### config.mk
export PLATFORM = sky130hd
export DESIGN_NAME = fractal_sync_tx
export DESIGN_NICKNAME = d
export VERILOG_FILES = /design/src/rtl/fractal_sync_pkg.sv /design/src/rtl/fractal_sync_tx_timer.sv /design/src/rtl/fractal_sync_tx.sv
export SDC_FILE = /design/constraint.sdc
export NUM_CORES = 1
export LEC_CHECK = 0
export CORE_UTILIZATION = 53
export CTS_CLUSTER_DIAMETER = 200
export DETAILED_ROUTE_END_ITERATION = 7
export GPL_TIMING_DRIVEN = 0
export PLACE_DENSITY_LB_ADDON = 0.12
export SYNTH_ARGS = -nofsm -noshare
export SYNTH_HDL_FRONTEND = slang
export SYNTH_SLANG_ARGS = --single-unit
### constraint.sdc
create_clock -name clk_i -period 3.2 [get_ports clk_i]
set_input_delay 0.32 -clock clk_i [delete_from_list [all_inputs] [get_ports clk_i]]
set_output_delay 0.32 -clock clk_i [all_outputs]
set_load 0.005 [all_outputs]
### src/rtl/fractal_sync_pkg.sv
// Shared types for the fractal synchronization barrier initiator.
package fractal_sync_pkg;

    // Initiator FSM states
    typedef enum logic [1:0] {
        S_IDLE = 2'd0,
        S_SEND = 2'd1,
        S_WAIT = 2'd2,
        S_DONE = 2'd3
    } tx_state_e;

    // Completion status returned to the local core
    typedef logic [1:0] done_status_t;

    localparam done_status_t ST_OK      = 2'd0;
    localparam done_status_t ST_SIG_ERR = 2'd1;
    localparam done_status_t ST_TIMEOUT = 2'd2;

endpackage : fractal_sync_pkg

### src/rtl/fractal_sync_tx_timer.sv
// Wait-limit down-counter. A zero load value disarms the timer so the
// barrier can wait indefinitely; expire_o marks the last waiting cycle.
module fractal_sync_tx_timer
    import fractal_sync_pkg::*;
#(
    parameter int TIMEOUT_WIDTH = 16
) (
    input  logic                     clk_i,
    input  logic                     rst_i,
    input  logic                     load_i,
    input  logic [TIMEOUT_WIDTH-1:0] load_val_i,
    input  logic                     en_i,
    output logic                     expire_o
);

    logic [TIMEOUT_WIDTH-1:0] count_q, count_d;
    logic                     armed_q, armed_d;

    // Next count: load on handshake, otherwise count down while waiting
    always_comb begin
        count_d = count_q;
        armed_d = armed_q;
        if (load_i) begin
            count_d = load_val_i;
            armed_d = |load_val_i;
        end else if (en_i && armed_q && (count_q != {TIMEOUT_WIDTH{1'b0}})) begin
            count_d = count_q - {{(TIMEOUT_WIDTH-1){1'b0}}, 1'b1};
        end else begin
            count_d = count_q;
        end
    end

    // Counter registers with synchronous clear
    always_ff @(posedge clk_i) begin
        if (rst_i) begin
            count_q <= {TIMEOUT_WIDTH{1'b0}};
            armed_q <= 1'b0;
        end else begin
            count_q <= count_d;
            armed_q <= armed_d;
        end
    end

    assign expire_o = armed_q && (count_q == {{(TIMEOUT_WIDTH-1){1'b0}}, 1'b1});

endmodule : fractal_sync_tx_timer

### src/rtl/fractal_sync_tx.sv
// Initiator end of the fractal barrier: sends one request into the remote
// RF tree, waits for its wake-up (or a timeout) and reports completion.
module fractal_sync_tx
    import fractal_sync_pkg::*;
#(
    parameter int LEVEL_WIDTH   = 1,
    parameter int ID_WIDTH      = 1,
    parameter int TIMEOUT_WIDTH = 16,
    parameter int STRAY_WIDTH   = 8
) (
    input  logic                     clk_i,
    input  logic                     rst_i,
    input  logic [TIMEOUT_WIDTH-1:0] timeout_i,
    input  logic                     req_valid_i,
    output logic                     req_ready_o,
    input  logic [LEVEL_WIDTH-1:0]   req_level_i,
    input  logic [ID_WIDTH-1:0]      req_id_i,
    output logic                     sync_valid_o,
    input  logic                     sync_ready_i,
    output logic [LEVEL_WIDTH-1:0]   sync_level_o,
    output logic [ID_WIDTH-1:0]      sync_id_o,
    input  logic                     wake_valid_i,
    input  logic [LEVEL_WIDTH-1:0]   wake_level_i,
    input  logic [ID_WIDTH-1:0]      wake_id_i,
    input  logic                     wake_err_i,
    output logic                     done_valid_o,
    input  logic                     done_ready_i,
    output logic [1:0]               done_status_o,
    output logic                     busy_o,
    output logic [STRAY_WIDTH-1:0]   stray_cnt_o
);

    tx_state_e                state_q, state_d;
    logic [LEVEL_WIDTH-1:0]   level_q, level_d;
    logic [ID_WIDTH-1:0]      id_q, id_d;
    done_status_t             status_q, status_d;
    logic [STRAY_WIDTH-1:0]   stray_q, stray_d;

    logic wake_match_s;
    logic stray_inc_s;
    logic timer_load_s;
    logic timer_en_s;
    logic timer_expire_s;

    assign wake_match_s = (wake_level_i == level_q) && (wake_id_i == id_q);
    assign timer_en_s   = (state_q == S_WAIT);

    fractal_sync_tx_timer #(
        .TIMEOUT_WIDTH (TIMEOUT_WIDTH)
    ) u_timer (
        .clk_i      (clk_i),
        .rst_i      (rst_i),
        .load_i     (timer_load_s),
        .load_val_i (timeout_i),
        .en_i       (timer_en_s),
        .expire_o   (timer_expire_s)
    );

    // Next-state, field capture and completion status
    always_comb begin
        state_d      = state_q;
        level_d      = level_q;
        id_d         = id_q;
        status_d     = status_q;
        timer_load_s = 1'b0;
        case (state_q)
            S_IDLE: begin
                if (req_valid_i) begin
                    level_d = req_level_i;
                    id_d    = req_id_i;
                    state_d = S_SEND;
                end else begin
                    state_d = S_IDLE;
                end
            end
            S_SEND: begin
                if (sync_ready_i) begin
                    timer_load_s = 1'b1;
                    state_d      = S_WAIT;
                end else begin
                    state_d = S_SEND;
                end
            end
            S_WAIT: begin
                // A matching wake beats a timeout landing in the same cycle
                if (wake_valid_i && wake_match_s) begin
                    status_d = wake_err_i ? ST_SIG_ERR : ST_OK;
                    state_d  = S_DONE;
                end else if (timer_expire_s) begin
                    status_d = ST_TIMEOUT;
                    state_d  = S_DONE;
                end else begin
                    state_d = S_WAIT;
                end
            end
            S_DONE: begin
                if (done_ready_i) begin
                    state_d = S_IDLE;
                end else begin
                    state_d = S_DONE;
                end
            end
            default: begin
                state_d = S_IDLE;
            end
        endcase
    end

    // Any wake that does not complete the in-flight barrier is a stray
    always_comb begin
        stray_inc_s = wake_valid_i && !((state_q == S_WAIT) && wake_match_s);
        if (stray_inc_s && (stray_q != {STRAY_WIDTH{1'b1}})) begin
            stray_d = stray_q + {{(STRAY_WIDTH-1){1'b0}}, 1'b1};
        end else begin
            stray_d = stray_q;
        end
    end

    // State and field registers; reset abandons any barrier in flight
    always_ff @(posedge clk_i) begin
        if (rst_i) begin
            state_q  <= S_IDLE;
            level_q  <= {LEVEL_WIDTH{1'b0}};
            id_q     <= {ID_WIDTH{1'b0}};
            status_q <= ST_OK;
            stray_q  <= {STRAY_WIDTH{1'b0}};
        end else begin
            state_q  <= state_d;
            level_q  <= level_d;
            id_q     <= id_d;
            status_q <= status_d;
            stray_q  <= stray_d;
        end
    end

    assign req_ready_o   = (state_q == S_IDLE);
    assign sync_valid_o  = (state_q == S_SEND);
    assign sync_level_o  = level_q;
    assign sync_id_o     = id_q;
    assign done_valid_o  = (state_q == S_DONE);
    assign done_status_o = status_q;
    assign busy_o        = (state_q != S_IDLE);
    assign stray_cnt_o   = stray_q;

endmodule : fractal_sync_tx

==> impl_results.md, run 1 <==
* Status: finished with violations
* Failing checks: design-rule violations
* WL/cell at ~14 um
* Grt met2 use at 43.5%
* Most frequent cells in the layout: clkdlybuf4s50_1, dfxtp_1, nor2_1, nand2_1
* CP Launch Point: u_timer.count_q[0]$_SDFFE_PP0P_
* Placed inst area at between 2000 and 2500 sq um
* Post-Syn Instances at between 200 and 250
* Worst-path clk slew at roughly 0.10 ns
* Antenna violations before repair at 0
* Ant diodes at 0
* Die W at 60.3 um
* Met1 usage at between 30% and 40%
* DR vias at 1816
* Max_slew headroom at between 40% and 50%
* RSZ-0062 raised after global routing: no
* Final nets at a little under 300
* CP Data Arrival Time at approximately 2.4 ns
* FP Rows at 20
* Final wirelength at between 4000 and 5000 um
* Post-Synth XOR/XNOR Area at between 4 and 5%
* Largest net degree at the start of global routing at 11
* Final min period at around 2.1 ns
* # clock sinks at 31
* HPWL after DPL at roughly 3400 um
* Avg Cell Area, Syn at roughly 8.3 sq um
* Number of global-route vias before repair at ~1700
* Resized Gates After CTS at 0
* Combinational family with the most area after synthesis: simple AND/OR/NAND/NOR gates
* #FFs+latches synth at 31
* Area of the mapped netlist at between 1500 and 2000 sq um
* Crit Path Class: reg2reg
* Required time of the critical path at 3.49 ns
* IO Pins at 43
* Clock skew at about 0.0065 ns
* Tot Pwr at roughly 0.90 mW
* H-tree depth at 2
* TritonCTS buffer count at 5
* Pwr per Cell Area at 387 nW/um^2
* HP Class: in2reg
* Post-synthesis compound-gate area fraction at about 17%
* Sequential area share after synthesis at around 34%
* Peak Freq at 469 MHz
* Worst r2r src: u_timer.count_q[0]$_SDFFE_PP0P_
* Most common cell after layout, fill and taps aside: clkdlybuf4s50_1
* Largest stage delay, worst path at about 0.43 ns
* GRT overflow at 0
* Clock root buffer: clkbuf_4
* Remaining DRCs at 1
* Slowest cell on crit path: or3b_1
* DRT Pass-1 Iters at 8
* Worst Setup Start Kind: register
* Final Hold Viols at 0
* Worst path bufs/invs at 1
* Mapped Nets at 247
* GP Congestion at between 0.9 and 1
* CTS tree: yes
* CTS Buffer Depth at 2
* Core ar. at ~3100 sq um
* Leakage at around 0.82 nW
* Mux cell area share after synthesis at about 2.2%
* WP depth at 7
* Synth unique cells at between 50 and 60
* # Post-CTS Setup Buffers at 0
* Ys async rst share at 0%
* Max-cap violations at 0
* Fin area at approximately 2300 sq um
* Die area at ~3600 sq um
* Largest fanout on the critical path at 6
* Share of cells above drive strength 1 at 10.2%
* Worst flop-to-flop path endpoint: u_timer.count_q[14]$_SDFFE_PP0P_
* First-pass GRT wire length at between 7000 and 8000 um
* Reg2Reg Depth at 7
* Slew @ Worst Pin at a little under 0.9 ns
* Crit path cell chain: inv_1 -> ha_1 -> or3b_1 -> nor3_1 -> nand2_1 -> nor3b_1 -> a211o_1
* Area delta synth->final at 28.8%
* Post-Synth Simple-Gate Area at a little over a third
* Top Family by Delay on Critical Path: simple AND/OR/NAND/NOR gates
* Beginning of the worst hold path: wake_valid_i
* Post-route antenna net violation count at 0
* Setup TNS at 0 ns
* Met3 Usage GRT at a little under a tenth
* Die height at roughly 60 um
* Crit end category: register
* DRT iter0 DRCs at around 110
* Post-synth top flop: dfxtp_1
* Adder-Cell Fraction of Synth Area at approximately 2.8%
* Reg2Reg Setup Slack at about 1.1 ns
* Starting Density at between 50% and 60%
* IO Port Bufs at roughly 40
* Hold_buf cts at 0
* GRT Total Usage at between 20% and 30%
* Count of final setup violators at 0
* Layer carrying the most global-route usage: met2
* Synth warn at 0
* Post-synth EDFFs at 0
* Final Cycle Share at between 60% and 70%
* Worst vdd ir at roughly 300 uV
* Average vias per placed instance at slightly below 6
* Setup crit end: u_timer.count_q[14]$_SDFFE_PP0P_
* Clock Latency Late Sink at roughly 0.33 ns
* Max-slew violation count at 0
==> worst min-delay path, cell delays in order <==
cell	delay [ns]
buf_1	0.17
nand3_1	0.11
a21oi_1	0.06
==> per-stage QoR <==
step	hold slack, ns	setup WS [ns]	std cells	util, %
6_report	0.362	1.07	309	74.2
5_1_grt	0.375	0.891	309	74.2
4_1_cts	0.350	1.11	309	74.2
3_5_place_dp	0.467	0.984	301	72.5
3_3_place_gp	0.469	0.992	301	72.5
2_1_floorplan	0.429	1.27	216	-
==> kinds of logic after synthesis <==
family                   after synthesis
adder cells (fa/ha/maj)                4
buffers and inverters                 13
AND/OR/NAND/NOR                      111
AO/OA/AOI/OAI                         43
XOR/XNOR                              10
flip-flops                            31
multiplexers                           4
==> metal layers <==
layer / up-vias / routed length, um
met5: - / 0
met4: 0 / 80
met3: 8 / 282
met2: 75 / 2140
met1: 825 / 1950
li1: 908 / -
==> worst min path at each step <==
stage / end / cells past startpoint
after detailed placement: done_status_o[0]$_SDFFE_PP0P_ / 2
after floorplan: u_timer.count_q[13]$_SDFFE_PP0P_ / 2
final: done_status_o[0]$_SDFFE_PP0P_ / 3
after CTS: done_status_o[0]$_SDFFE_PP0P_ / 3
after global routing: done_status_o[0]$_SDFFE_PP0P_ / 3
after global placement: done_status_o[0]$_SDFFE_PP0P_ / 2
==> Yosys cell counts, drive strengths merged (2+ instances only) <==
cell type | number | area [sq um]
a211o | 4 | 35.0
a211oi | 2 | 20.0
a21oi | 12 | 63.8
a221oi | 2 | 17.5
a311oi | 2 | 17.5
a31oi | 8 | 50.1
and2 | 2 | 12.5
and3b | 2 | 17.5
and4 | 2 | 21.3
buf | 2 | 8.75
clkbuf | 7 | 27.5
dfxtp | 31 | 621
ha | 4 | 50.1
inv | 4 | 15.0
mux2i | 4 | 40.0
nand2 | 16 | 60.1
nand3 | 12 | 65.1
nand3b | 2 | 15.0
nand4 | 9 | 62.6
nor2 | 29 | 111
nor3 | 12 | 71.3
nor3b | 2 | 15.0
nor4 | 10 | 90.1
nor4b | 2 | 23.8
o211ai | 3 | 22.5
o21a | 2 | 15.0
o21ai | 2 | 10.0
o21bai | 2 | 15.0
or2 | 2 | 12.5
or3 | 2 | 18.8
or4 | 4 | 33.8
xnor2 | 7 | 61.3
xor2 | 3 | 26.3
==> layout make-up <==
cell class | count | area (sq um)
Multi-Input combinational cell | 172 | 1130
Fill cell | 247 | 806
Sequential cell | 31 | 621
Timing Repair Buffer | 41 | 410
Tap cell | 44 | 55.1
Clock buffer | 6 | 41.3
Buffer | 9 | 36.3
Inverter | 4 | 15.0
Clock inverter | 2 | 12.5
==> power by group <==
| part | internal [mW] | switching [mW] | total, mW | leakage (nW) |
|---|---|---|---|---|
| logic | 0.121 | 0.127 | 0.248 | 0.543 |
| registers | 0.405 | 0.0222 | 0.427 | 0.252 |
| clock network | 0.0846 | 0.138 | 0.223 | 0.0282 |
| total | 0.611 | 0.287 | 0.898 | 0.824 |
==> sequential cells by signal, summed over array words and instances (netlist names) <==
name	count
sync_level_o	1
u_timer.armed_q	1
sync_id_o	1
state_q	2
u_timer.count_q	16
done_status_o	2
stray_cnt_o	8
No activity file was read; power rests on OpenSTA's default activity.
==> run 2: changes to the inputs <==
--- a/config.mk
+++ b/config.mk
@@ -5,7 +5,7 @@
 export SDC_FILE = /design/constraint.sdc
 export NUM_CORES = 1
 export LEC_CHECK = 0
-export CORE_UTILIZATION = 53
+export CORE_UTILIZATION = 49
 export CTS_CLUSTER_DIAMETER = 200
 export DETAILED_ROUTE_END_ITERATION = 7
 export GPL_TIMING_DRIVEN = 0
==> constraint.sdc (replaced) <==
create_clock -name clk_i -period 2.1 [get_ports clk_i]
set_input_delay 0.21 -clock clk_i [delete_from_list [all_inputs] [get_ports clk_i]]
set_output_delay 0.21 -clock clk_i [all_outputs]
set_load 0.005 [all_outputs]
==> impl_results.md, run 2 (synthesis gave the netlist of run 1 again) <==
* Status: complete, no violations
* Starting Density at 52.4% (-5.3 points)
* HP Class: in2reg
* Count of final setup violators at 0 (unchanged)
* Logic pwr share at 23.6% (-4.0 points)
* Remaining DRCs at 0 (-1)
* Most frequent cells in the layout: clkdlybuf4s50_1, dfxtp_1, nor2_1, nand2_1
* Share of cells above drive strength 1 at 12.8% (+2.6 points)
* Max-slew violation count at 0 (unchanged)
* Met1 usage at 31.3% (+0.89 points)
* Ant diodes at 0 (unchanged)
* Pwr per Cell Area at 682 nW/um^2 (+76%)
* Die area at 3930 sq um (+7.9%)
* Post-Layout Cell Count at 311 (+0.65%)
* Die W at 62.7 um (+3.9%)
* Largest fanout on the critical path at 6 (unchanged)
* Final Hold Viols at 0 (unchanged)
* Net Sw Power at 0.458 mW (+59%)
* Net Sw Frac at 27.7% (-4.2 points)
* Crit end category: register
* Met3 Usage GRT at 5.11% (-4.4 points)
* DR vias at 1826 (+0.55%)
* Setup TNS at 0 ns (unchanged)
* Crit Path Class: reg2reg
* GRT overflow at 0 (unchanged)
* # Post-CTS Setup Buffers at 0 (unchanged)
* Largest stage delay, worst path at 0.45 ns (+0.02 ns)
* Post-route antenna net violation count at 0 (unchanged)
* Final min period at 2.02 ns (-0.109 ns)
* CTS Buffer Depth at 2 (unchanged)
* HPWL after DPL at 3400 um (+0.72%)
* GRT Total Usage at 24.9% (-1.8 points)
* Worst-path clk slew at 0.07 ns (-0.03 ns)
* First-pass GRT wire length at 7630 um (+8.2%)
* Largest register FFs at 16 (unchanged)
* DRT Pass-1 Iters at 4 (-4)
* Post-Place Cells at 303 (+0.66%)
* FP Rows at 21 (+5.0%)
* Clock skew at 0.00340 ns (-0.00313 ns)
* Grt met2 use at 40.5% (-3.0 points)
* DRT iter0 DRCs at 151 (+44%)
* Largest net degree at the start of global routing at 11 (unchanged)
* Utilization after layout at 70.3% (-4.0 points)
* Seq pwr share at 39.6% (-8.0 points)
* Crit path cell chain: inv_1 -> ha_2 -> or3b_1 -> or3_2 -> o31a_1 -> a21oi_1
* Clock Power Share at 36.8% (+12 points)
* Worst vdd ir at 453 uV (+49%)
* Number of global-route vias before repair at 1689 (+1.9%)
* Required time of the critical path at 2.32 ns (-1.17 ns)
* Peak Freq at 494 MHz (+5.4%)
* Pre-CTS worst setup slack at -0.00534 ns (-0.989 ns)
* Slowest cell on crit path: or3_2
* Core ar. at 3440 sq um (+10%)
* Fin area at 2420 sq um (+4.1%)
* Antenna violations before repair at 0 (unchanged)
* IO Pins at 43 (unchanged)
* H-tree depth at 2 (unchanged)
* Area delta synth->final at 34.1%
* Die height at 62.7 um (+3.9%)
* WL/cell at 14.9 um (+3.2%)
* Pint at 1.19 mW (+95%)
* Max-cap violations at 0 (unchanged)
* Max_slew headroom at 45.4% (+3.8 points)
* Average vias per placed instance at 5.87 (about the same)
* IO Port Bufs at 41 (unchanged)
* Clock Latency Late Sink at 0.28 ns (-0.05 ns)
* CTS tree: yes
* Leakage at 0.869 nW (+5.4%)
* Final Cycle Share at 96.4% (+30 points)
* CP Data Arrival Time at 2.24 ns (-0.18 ns)
* Final nets at 295 (unchanged)
* Slew @ Worst Pin at 0.817 ns (-0.0569 ns)
* RSZ-0062 raised after global routing: yes
* TritonCTS buffer count at 5 (unchanged)
* Worst Setup Start Kind: register
* Setup WS post-layout at 0.0759 ns (-0.991 ns)
* GP Congestion at 0.927 (+0.22%)
* Most common cell after layout, fill and taps aside: clkdlybuf4s50_1
* Top reg by flops: u_timer.count_q
* Clock root buffer: clkbuf_8
* Layer carrying the most global-route usage: met2
* Final wirelength at 4630 um (+3.9%)
* Placed inst area at 2270 sq um (+0.11%)
* # clock sinks at 31 (unchanged)
-- run 2: cell count changes in the layout (fill, tap and decap cells not counted), moves of 2 or more --
cell and delta:
clkbuf_8 +6, clkbuf_4 -5, clkbuf_1 -2, ha_1 -2
ha_2 +2
-- run 2: what timing repair did --
item / in CTS / in global routing
pin swaps: 0 / 0
gates cloned: 0 / 0
setup endpoints to repair: 2 / 12
gates resized for setup: 1 / 8
hold buffers: 0 / 0
-- run 2: final timing paths --
check / slack (ns) / cells past startpoint / startpoint / to
max: 0.08 / 6 / u_timer.count_q[0]$_SDFFE_PP0P_ / u_timer.count_q[6]$_SDFFE_PP0P_
min: 0.30 / 3 / wake_valid_i / done_status_o[0]$_SDFFE_PP0P_
max reg2reg: 0.08 / 6 / u_timer.count_q[0]$_SDFFE_PP0P_ / u_timer.count_q[6]$_SDFFE_PP0P_
min reg2reg: 0.49 / 2 / done_status_o[1]$_SDFFE_PP0P_ / done_status_o[1]$_SDFFE_PP0P_
-- run 2: cell type report --
type,instances,area (sq um)
Buffer,9,37.5
Multi-Input combinational cell,172,1160
Sequential cell,31,624
Tap cell,46,57.6
Inverter,4,15.0
Clock inverter,2,35.0
Clock buffer,6,82.6
Timing Repair Buffer,41,410
Fill cell,295,1020
-- run 2: power groups by stage --
stage	logic (mW)	registers, mW	clock network [mW]
final	0.390	0.653	0.607
after global routing	0.429	0.658	0.640
after CTS	0.379	0.651	0.619
after detailed placement	0.377	0.664	0
after global placement	0.374	0.663	0
after floorplan	0.242	0.658	0
-- run 2: per-layer routing --
layer / routed length, um / up-vias
met3: 247 / 7
met5: 0 / -
met1: 2110 / 851
met2: 2180 / 51
li1: - / 917
met4: 84 / 0
-- run 2: worst max-delay path: cells and delay by family, from the launching register on --
kind	cells	cell delay (ns)
AO/OA/AOI/OAI	2	0.36
adder cells (fa/ha/maj)	1	0.26
flip-flops	1	0.36
buffers and inverters	1	0.10
AND/OR/NAND/NOR	2	0.88
-- run 2: through the flow --
| step | total power, mW | hold WS, ns |
|---|---|---|
| 2_1_floorplan | 0.899 | 0.319 |
| 3_3_place_gp | 1.04 | 0.468 |
| 3_5_place_dp | 1.04 | 0.470 |
| 4_1_cts | 1.65 | 0.300 |
| 5_1_grt | 1.73 | 0.348 |
| 6_report | 1.65 | 0.303 |
